--- config.mk ---
export PLATFORM = sky130hd
export DESIGN_NAME = hazard_stall_ctrl
export DESIGN_NICKNAME = d
export VERILOG_FILES = /design/src/rtl/hazard_pkg.sv /design/src/rtl/hazard_detect.sv /design/src/rtl/hazard_stall_ctrl.sv
export SDC_FILE = /design/constraint.sdc
export NUM_CORES = 1
export LEC_CHECK = 0
export ABC_AREA = 1
export CAP_MARGIN = 20
export CORE_ASPECT_RATIO = 1.2
export CORE_MARGIN = 3
export CORE_UTILIZATION = 50
export DETAILED_ROUTE_END_ITERATION = 10
export PLACE_DENSITY = 0.79
export RECOVER_POWER = 50
export SLEW_MARGIN = 20
export SYNTH_ARGS = -nofsm -noshare
export SYNTH_HDL_FRONTEND = slang
export SYNTH_HIERARCHICAL = 1
export SYNTH_SLANG_ARGS = --single-unit
--- constraint.sdc ---
create_clock -name clk -period 2.1 [get_ports clk]
set_clock_uncertainty 0.05 [all_clocks]
set_input_delay 0.315 -clock clk [delete_from_list [all_inputs] [get_ports clk]]
set_output_delay 0.315 -clock clk [all_outputs]
set_load 0.005 [all_outputs]
--- src/rtl/hazard_pkg.sv ---
// rtl/hazard_pkg.sv - shared types and constants for the pipeline hazard logic
package hazard_pkg;

    // Sequencer state, 2-bit encoded
    typedef enum logic [1:0] {
        ST_RUN      = 2'd0,
        ST_MEM_WAIT = 2'd1,
        ST_ERROR    = 2'd2
    } state_t;

    // Canonical NOP: addi x0, x0, 0
    localparam logic [31:0] NOP_INST   = 32'h00000013;

    // Major opcodes shared with instruction-decode users
    localparam logic [6:0]  OP_LOAD    = 7'b0000011;
    localparam logic [6:0]  OP_JAL     = 7'b1101111;
    localparam logic [6:0]  OP_JALR    = 7'b1100111;
    localparam logic [6:0]  OP_BRANCH  = 7'b1100011;

endpackage

--- src/rtl/hazard_detect.sv ---
// rtl/hazard_detect.sv - combinational load-use hazard detection
//
// Ports:
//   id_rs1, id_rs2         source register fields of the instruction in ID
//   id_use_rs1, id_use_rs2 the ID instruction actually reads that source
//   ex_rd                  destination register of the instruction in EX
//   ex_is_load             EX instruction is a load
//   lu                     load-use hazard: ID needs a value the EX load has not produced yet
module hazard_detect (
    input  logic [4:0] id_rs1,
    input  logic [4:0] id_rs2,
    input  logic       id_use_rs1,
    input  logic       id_use_rs2,
    input  logic [4:0] ex_rd,
    input  logic       ex_is_load,
    output logic       lu
);

    logic rs1_hit;
    logic rs2_hit;

    assign rs1_hit = id_use_rs1 && (id_rs1 == ex_rd);
    assign rs2_hit = id_use_rs2 && (id_rs2 == ex_rd);

    // x0 is hardwired zero, so a load targeting it never creates a dependency
    assign lu = ex_is_load && (ex_rd != 5'd0) && (rs1_hit || rs2_hit);

endmodule

--- src/rtl/hazard_stall_ctrl.sv ---
// rtl/hazard_stall_ctrl.sv - stall/flush sequencer for the 5-stage RV32I pipeline
//
// Ports:
//   clk, rst                 rising-edge clock, synchronous active-low reset
//   id_rs1/id_rs2/id_use_*   ID-stage source operands and their use flags
//   ex_rd, ex_is_load        EX-stage destination and load flag
//   ex_redirect              EX branch taken / jump; PC loads target next edge
//   mem_req, mem_ready       data-memory handshake of the MEM stage
//   pc_en, ifid_en, idex_en, exmem_en   pipeline register enables
//   ifid_flush, idex_flush   load NOP into IF/ID, ID/EX
//   mem_timeout              sticky flag: memory never answered
//   stall_cycles             saturating count of cycles with pc_en=0
module hazard_stall_ctrl
    import hazard_pkg::*;
#(
    parameter int TIMEOUT = 64,
    parameter int TCNT_W  = 7,
    parameter int PERF_W  = 32
) (
    input  logic              clk,
    input  logic              rst,
    input  logic [4:0]        id_rs1,
    input  logic [4:0]        id_rs2,
    input  logic              id_use_rs1,
    input  logic              id_use_rs2,
    input  logic [4:0]        ex_rd,
    input  logic              ex_is_load,
    input  logic              ex_redirect,
    input  logic              mem_req,
    input  logic              mem_ready,
    output logic              pc_en,
    output logic              ifid_en,
    output logic              idex_en,
    output logic              exmem_en,
    output logic              ifid_flush,
    output logic              idex_flush,
    output logic              mem_timeout,
    output logic [PERF_W-1:0] stall_cycles
);

    localparam logic [TCNT_W-1:0] WAIT_LAST = TCNT_W'(TIMEOUT - 1);

    state_t              state, state_nxt;
    logic [TCNT_W-1:0]   wait_cnt, wait_nxt;
    logic                timeout_q, timeout_nxt;
    logic [PERF_W-1:0]   stall_q;
    logic                lu;
    logic                mw;
    logic                issue;

    hazard_detect u_detect (
        .id_rs1     (id_rs1),
        .id_rs2     (id_rs2),
        .id_use_rs1 (id_use_rs1),
        .id_use_rs2 (id_use_rs2),
        .ex_rd      (ex_rd),
        .ex_is_load (ex_is_load),
        .lu         (lu)
    );

    assign mw = mem_req && !mem_ready;

    // Cycles in which the normal redirect / load-use rules govern the pipeline:
    // RUN without a memory wait, and the release cycle out of MEM_WAIT.
    // Redirect and load-use that arrived while frozen are still present
    // (EX/ID were held), so they are serviced here.
    assign issue = rst && (((state == ST_RUN) && !mw) ||
                           ((state == ST_MEM_WAIT) && mem_ready));

    always_comb begin
        pc_en      = 1'b0;
        ifid_en    = 1'b0;
        idex_en    = 1'b0;
        exmem_en   = 1'b0;
        ifid_flush = 1'b0;
        idex_flush = 1'b0;
        if (!rst) begin
            ifid_flush = 1'b1;
            idex_flush = 1'b1;
        end else if (issue) begin
            if (ex_redirect) begin
                // The ID instruction is squashed, so any load-use on it is moot
                pc_en      = 1'b1;
                ifid_en    = 1'b1;
                idex_en    = 1'b1;
                exmem_en   = 1'b1;
                ifid_flush = 1'b1;
                idex_flush = 1'b1;
            end else if (lu) begin
                // Hold IF/ID, send one bubble into EX, let the load advance
                idex_en    = 1'b1;
                exmem_en   = 1'b1;
                idex_flush = 1'b1;
            end else begin
                pc_en      = 1'b1;
                ifid_en    = 1'b1;
                idex_en    = 1'b1;
                exmem_en   = 1'b1;
            end
        end
    end

    always_comb begin
        state_nxt   = state;
        wait_nxt    = wait_cnt;
        timeout_nxt = timeout_q;
        case (state)
            ST_RUN: begin
                if (mw) begin
                    state_nxt = ST_MEM_WAIT;
                    wait_nxt  = TCNT_W'(1);
                end
            end
            ST_MEM_WAIT: begin
                if (mem_ready) begin
                    state_nxt = ST_RUN;
                    wait_nxt  = '0;
                end else if (wait_cnt == WAIT_LAST) begin
                    state_nxt   = ST_ERROR;
                    timeout_nxt = 1'b1;
                end else begin
                    wait_nxt = wait_cnt + TCNT_W'(1);
                end
            end
            ST_ERROR: begin
                // Only reset leaves this state
            end
            default: begin
                state_nxt = ST_RUN;
                wait_nxt  = '0;
            end
        endcase
    end

    always_ff @(posedge clk) begin
        if (!rst) begin
            state     <= ST_RUN;
            wait_cnt  <= '0;
            timeout_q <= 1'b0;
            stall_q   <= '0;
        end else begin
            state     <= state_nxt;
            wait_cnt  <= wait_nxt;
            timeout_q <= timeout_nxt;
            if (!pc_en && (stall_q != {PERF_W{1'b1}})) begin
                stall_q <= stall_q + PERF_W'(1);
            end
        end
    end

    assign mem_timeout  = timeout_q;
    assign stall_cycles = stall_q;

endmodule

# Word level (Yosys, flattened, before mapping)
# Cells that the tools add are included.
dict set report word_totals {
  reg_bits 42
  latch_bits 0
  ram_bits 0
  mem_bits_ro 0
  output_inout_bits 39
  mem_count 0
}
dict set report classes {
  addsub 2
  multipliers 0
  div_mod_pow 0
  order_cmp 0
  n_eq_ne 9
  shift 0
  n_mux 21
  bitwise_logic 2
  n_reduce_logical 19
}
# op n
set ops {}
lappend ops {{32-bit by 1-bit adder with 32-bit output (second input constant)} 1}
lappend ops {{32-bit inequality test (second input constant)} 1}
lappend ops {{7-bit 2-to-1 mux} 3}
lappend ops {{7-bit one-hot mux with 3 select lines} 1}
lappend ops {{1-bit 2-to-1 mux} 13}
lappend ops {{5-bit equality test} 2}
lappend ops {{1-bit logical AND} 9}
lappend ops {{3-bit AND reduction} 3}
lappend ops {{7-bit by 1-bit adder with 7-bit output (second input constant)} 1}
lappend ops {{7-bit by 6-bit equality test with 1-bit output (second input constant)} 1}
lappend ops {{2-bit 2-to-1 mux} 3}
lappend ops {{2-bit one-hot mux with 3 select lines} 1}
lappend ops {{5-bit nonzero test} 1}
lappend ops {{1-bit zero test} 3}
lappend ops {{3-bit by 2-bit inequality test with 1-bit output (second input constant)} 1}
lappend ops {{3-bit inequality test (second input constant)} 1}
lappend ops {{2-bit by 1-bit equality test with 1-bit output (second input constant)} 1}
lappend ops {{2-bit equality test (second input constant)} 1}
lappend ops {{2-bit zero test} 1}
lappend ops {{1-bit logical OR} 2}
lappend ops {{2-bit inequality test (second input constant)} 1}
lappend ops {{1-bit inverter} 2}

# Depth between registers and ports, before layout
dict set report depth {
  word_depth 10
  depth_mapped 13
  ltp_nobuf 12
}

# Modules after synthesis
# Netlist, hierarchy kept.
# mod n_inst cells_per_inst area_each_um2 seq_area_each_um2
set by_module_without_submodules {}
lappend by_module_without_submodules {hazard_stall_ctrl 1 430 2658.8 840.8}
lappend by_module_without_submodules {hazard_detect 1 55 216.5 0.0}

# Least setup slack after synthesis
# OpenSTA, ideal clock, no wires.
dict set report synth_path {
  kind {register to register}
  start {register stall_q[0] (netlist: stall_cycles[0])}
  end {register stall_q[12] (netlist: stall_cycles[12])}
  setup_time_ps 138
  t_arrival_ps 1635
  required_time_ps 1912
  setup_slack_ps 277
  path_stages_with_launch 12
  cell_sequence {dfxtp_1 -> ha_1 -> inv_1 -> nor2_2 -> nand2_2 -> nor2_4 -> nand2_4 -> nand2_4 -> inv_2 -> buf_2 -> nand2_1 -> a21oi_2}
}
dict set report synth_via {
  elab_chain_cells 2
  elab_cells_between_ends 3
  classes_between {add/sub: 1; eq/ne: 1; reduce/logical: 1}
}
# item line
set synth_lines {}
lappend synth_lines {{from (decl)} hazard_stall_ctrl.sv:46} ;# logic [PERF_W-1:0] stall_q;
lappend synth_lines {{from (signal assigned)} hazard_stall_ctrl.sv:146} ;# stall_q <= stall_q + PERF_W'(1);
lappend synth_lines {{branches (longest 2 deep; another with 32-bit by 1-bit adder with 32-bit output)} --}
# Several ways; the timed one is not identified.
# A chain may end at the register's enable or synchronous reset.

# Final worst setup path
dict set report layout_path {
  start {input port id_rs1[2]}
  end {output port ifid_en}
}
dict set report layout_via {
  elab_chain_cells 8
}
# item line
set layout_lines {}
lappend layout_lines {{from (decl)} hazard_stall_ctrl.sv:22} ;# input logic [4:0] id_rs1,
lappend layout_lines {{5-bit equality test} hazard_detect.sv:22} ;# assign rs1_hit = id_use_rs1 && (id_rs1 == ex_rd);
lappend layout_lines {{1-bit logical AND} hazard_detect.sv:22}
lappend layout_lines {{1-bit logical OR} hazard_detect.sv:26} ;# assign lu = ex_is_load && (ex_rd != 5'd0) && (rs1_hit || rs2_hit);
lappend layout_lines {{1-bit logical AND} hazard_detect.sv:26}
lappend layout_lines {{net lu} hazard_stall_ctrl.sv:47} ;# logic lu;
lappend layout_lines {{1-bit 2-to-1 mux} hazard_stall_ctrl.sv:89} ;# end else if (lu) begin
lappend layout_lines {{1-bit 2-to-1 mux} hazard_stall_ctrl.sv:81} ;# if (ex_redirect) begin
lappend layout_lines {{1-bit 2-to-1 mux} hazard_stall_ctrl.sv:80} ;# end else if (issue) begin
lappend layout_lines {{1-bit 2-to-1 mux} hazard_stall_ctrl.sv:77} ;# if (!rst) begin
lappend layout_lines {{to (decl)} hazard_stall_ctrl.sv:32} ;# output logic ifid_en,
# The timed path passes the listed nets, and every way through them passes these cells.

==> results_tabular.tex <==
\begin{tabular}{lr}
\hline
Metric & Value \\
\hline
\multicolumn{2}{l}{\textbf{Status}} \\
\quad Status & complete, no violations \\
\multicolumn{2}{l}{\textbf{Final layout}} \\
\quad NumNets Final & 590 \\
\quad Inserted Diodes & 0 \\
\quad Share of final-layout standard cells stronger than drive strength 1 & 12.2\% \\
\quad Layout area overhead & 33.4\% \\
\multicolumn{2}{l}{\textbf{Drt}} \\
\quad Number of violations reported at the end of detailed-routing iteration 0 & 233 \\
\quad Per-cell via count in the routed design & 5.21 \\
\quad Detailed Route WL & 7950 um \\
\quad DRC & 0 \\
\quad TritonRoute pass-1 iters & 4 \\
\quad Routed length per instance & 12.7 um \\
\quad Via count of the routed design & 3270 \\
\quad Number of nets with antenna violations after routing & 0 \\
\multicolumn{2}{l}{\textbf{Placed design}} \\
\quad IO buf count & 61 \\
\quad Estimated wirelength of the detail-placed design & 6130 um \\
\quad Worst setup slack after placement & -0.453 ns \\
\quad GPL Wtd Cong & 0.955 \\
\multicolumn{2}{l}{\textbf{Yosys}} \\
\quad Library cells used by synthesis & 28 \\
\quad Most instantiated flip-flop cell in the synthesis netlist & dfxtp\_1 \\
\quad Register area share after synthesis & 29.2\% \\
\quad Area share of the largest cell type after synthesis & 29.2\% \\
\quad Netlist area before placement & 0.00288 mm\^{}2 \\
\quad Ys Warns & 6 \\
\quad Synthesized area divided by synthesized cell count & 5.93 um\^{}2 \\
\quad Number of instances in the synthesized netlist & 485 \\
\quad Cell type with the highest aggregate area in the netlist & dfxtp\_1 \\
\quad Fraction of synthesis flops using an asynchronous set or reset pin & 0\% \\
\quad Post-Synthesis Net Count & 510 \\
\quad Main area contributors after synthesis & dfxtp\_1, nand2\_1, nor2\_1, inv\_1, nand3\_1 \\
\quad Number of synthesized register bits & 42 \\
\quad Post-synth EDFFs & 0 \\
\multicolumn{2}{l}{\textbf{Timing}} \\
\quad Count of endpoints failing hold in the final timing report & 0 \\
\quad Fin crit period & 2.08 ns \\
\quad Setup slack after layout & 0.0184 ns \\
\quad Final Hold Slack & 0.395 ns \\
\quad Worst slew margin relative to its limit & 44.7\% \\
\quad Worst Tran Pin Value & 0.829 ns \\
\quad Fin. max-slew vios & 0 \\
\quad Share of the clock period used by the worst path after layout & 99.1\% \\
\quad Fmax achieved & 480 MHz \\
\quad Count of final setup violators & 0 \\
\quad Setup repair after global routing missed its margin & true \\
\multicolumn{2}{l}{\textbf{Power}} \\
\quad Max IR drop VDD & 0.472 mV \\
\quad Pwr Density & 498 mW/mm\^{}2 \\
\quad Final Power & 1.91 mW \\
\quad Static Leak & 1.64 nW \\
\multicolumn{2}{l}{\textbf{Floorplanning}} \\
\quad Chip Height & 89.1 um \\
\quad Effective utilization at floorplan & 52.8\% \\
\quad Die width & 75.2 um \\
\quad Full die area & 0.00670 mm\^{}2 \\
\quad Ports & 62 \\
\quad Placement row count & 29 \\
\quad Core Area & 0.00544 mm\^{}2 \\
\multicolumn{2}{l}{\textbf{Setup path}} \\
\quad Required time of the critical path & 1.74 ns \\
\quad Kind of capture point of the worst setup path & output port \\
\quad CP arrival & 1.72 ns \\
\quad Crit Path Category & input port to output port \\
\quad R2r endpoint & stall\_cycles[26]\$\_SDFFE\_PN0P\_ \\
\quad Worst-path maximum fanout & 2 \\
\quad R2R Path Start & stall\_cycles[9]\$\_SDFFE\_PN0P\_ \\
\quad Count of cells along the worst register-to-register path & 9 \\
\quad R2R setup slack & 0.28 ns \\
\quad Startpoint types & input port \\
\multicolumn{2}{l}{\textbf{Global routing}} \\
\quad Global route overflow & 0 \\
\quad Maximum number of pins on one net before global-route repair & 33 \\
\quad Via count of the first global-routing pass & 3113 \\
\quad First-pass GRT wire length & 13300 um \\
\quad Antenna violations before repair & 0 \\
\quad Overall routing resource usage & 25.1\% \\
\multicolumn{2}{l}{\textbf{Min path}} \\
\quad Tightest Hold Check Type & flop to flop \\
\quad Hold Path Depth & 2 \\
\quad Worst-case hold path end point & wait\_cnt[6]\$\_SDFFE\_PN0P\_ \\
\quad Worst hold path startpoint & wait\_cnt[6]\$\_SDFFE\_PN0P\_ \\
\multicolumn{2}{l}{\textbf{Job}} \\
\quad Max-cap viol count & 0 \\
\multicolumn{2}{l}{\textbf{Clock network}} \\
\quad TritonCTS sink count & 42 \\
\quad Hold\_buf cts & 0 \\
\quad Library cell used as clock root buffer & clkbuf\_8 \\
\quad CTS max path bufs & 2 \\
\quad Clock latency on the worst-skew pair & 0.30 ns \\
\quad CTS H-tree lvls & 2 \\
\quad Number of CTS-inserted buffers & 5 \\
\quad Worst-path clk slew & 0.08 ns \\
\quad Clock tree from TritonCTS & yes \\
\hline
\end{tabular}
## cells in the mapped netlist, types with 3 or more instances
master / number
nor2_1: 76
nor2_2: 4
nand2_1: 190
a21oi_2: 11
inv_1: 55
xor2_1: 10
buf_12: 3
clkbuf_1: 3
o21ai_0: 10
xnor2_1: 7
dfxtp_1: 42
nand4_1: 8
a21oi_1: 18
nand3_1: 26
## layout by cell type, fill, tap and decap left out, drive strengths merged, types with 3 or more instances in the layout
master	instances
nand2	194
nor2	81
inv	57
dfxtp	42
dlygate4sd3	31
a21oi	29
nand3	26
buf	23
clkdlybuf4s50	14
xor2	10
dlygate4sd2	10
o21ai	10
nand4	9
clkbuf	9
xnor2	7
dlymetal6s2s	3
## cells by family after synthesis
group / count (synthesis) / synth area share, %
xor+xnor: 17 / 5.18
flops: 42 / 29.2
compound gates: 42 / 9.05
fa+ha+maj: 2 / 0.870
simple gates: 314 / 44.7
buf+inv: 68 / 10.9
## worst max-delay path by stage
stage / startpoint / endpoint / slack [ns]
floorplan: stall_cycles[0]$_SDFFE_PN0P_ / stall_cycles[12]$_SDFFE_PN0P_ / 0.28
global route: id_rs1[2] / ifid_en / -0.03
global placement: ex_rd[2] / idex_flush / -0.36
finish: id_rs1[2] / ifid_en / 0.02
detailed placement: ex_rd[2] / pc_en / -0.45
CTS: id_rs1[1] / ifid_en / 0.008
## where the power goes
| group | total, mW | switching [mW] | internal [mW] | leakage, nW |
|---|---|---|---|---|
| registers | 0.822 | 0.0143 | 0.808 | 0.339 |
| logic | 0.292 | 0.156 | 0.136 | 1.23 |
| clock network | 0.795 | 0.288 | 0.507 | 0.0714 |
| total | 1.91 | 0.458 | 1.45 | 1.64 |
## state kept, by name, summed over array words and instances (netlist names)
name	count
stall_cycles	32
wait_cnt	7
state	2
mem_timeout	1
## timing repair
item                                    CTS  global route
resized for setup                        27            21
setup buffers                             1             0
pin swaps                                 5             7
endpoints found under the setup margin   16            35
## routing by layer
layer,up-vias,wire length [um],track usage (%)
li1,1656,-,-
met1,1474,3200,28.6
met2,120,4080,45.6
met3,20,493,5.29
met4,0,176,9.06
met5,-,0,0
## stage by stage
step	cell area, um^2	setup TNS, ns	utilization, %	cells
finish	3840	0	70.5	628
global route	3840	-0.0829	70.5	628
CTS	3810	0	69.9	629
detailed placement	3660	-10.63	67.3	620
global placement	3660	-7.87	67.3	620
floorplan	2880	0	-	485
## final cells by class
class / instances / area (um^2)
multi-input combinational: 375 / 1770
clock inverter: 2 / 60.1
sequential: 42 / 841
clock buffer: 6 / 82.6
timing repair buffer: 84 / 792
inverter: 57 / 216
fill: 497 / 1610
tap: 62 / 77.6
## critical path: stages
cell and delay (ns):
clkdlybuf4s50_1 0.48, inv_1 0.04, nand2_1 0.05, nand2_1 0.07, nor2_2 0.12, nand3_2 0.09, a21oi_2 0.17, nand2_1 0.11
nand4_4 0.09, inv_2 0.05, buf_2 0.12
Note: power is estimated with default switching activity, not from simulation.
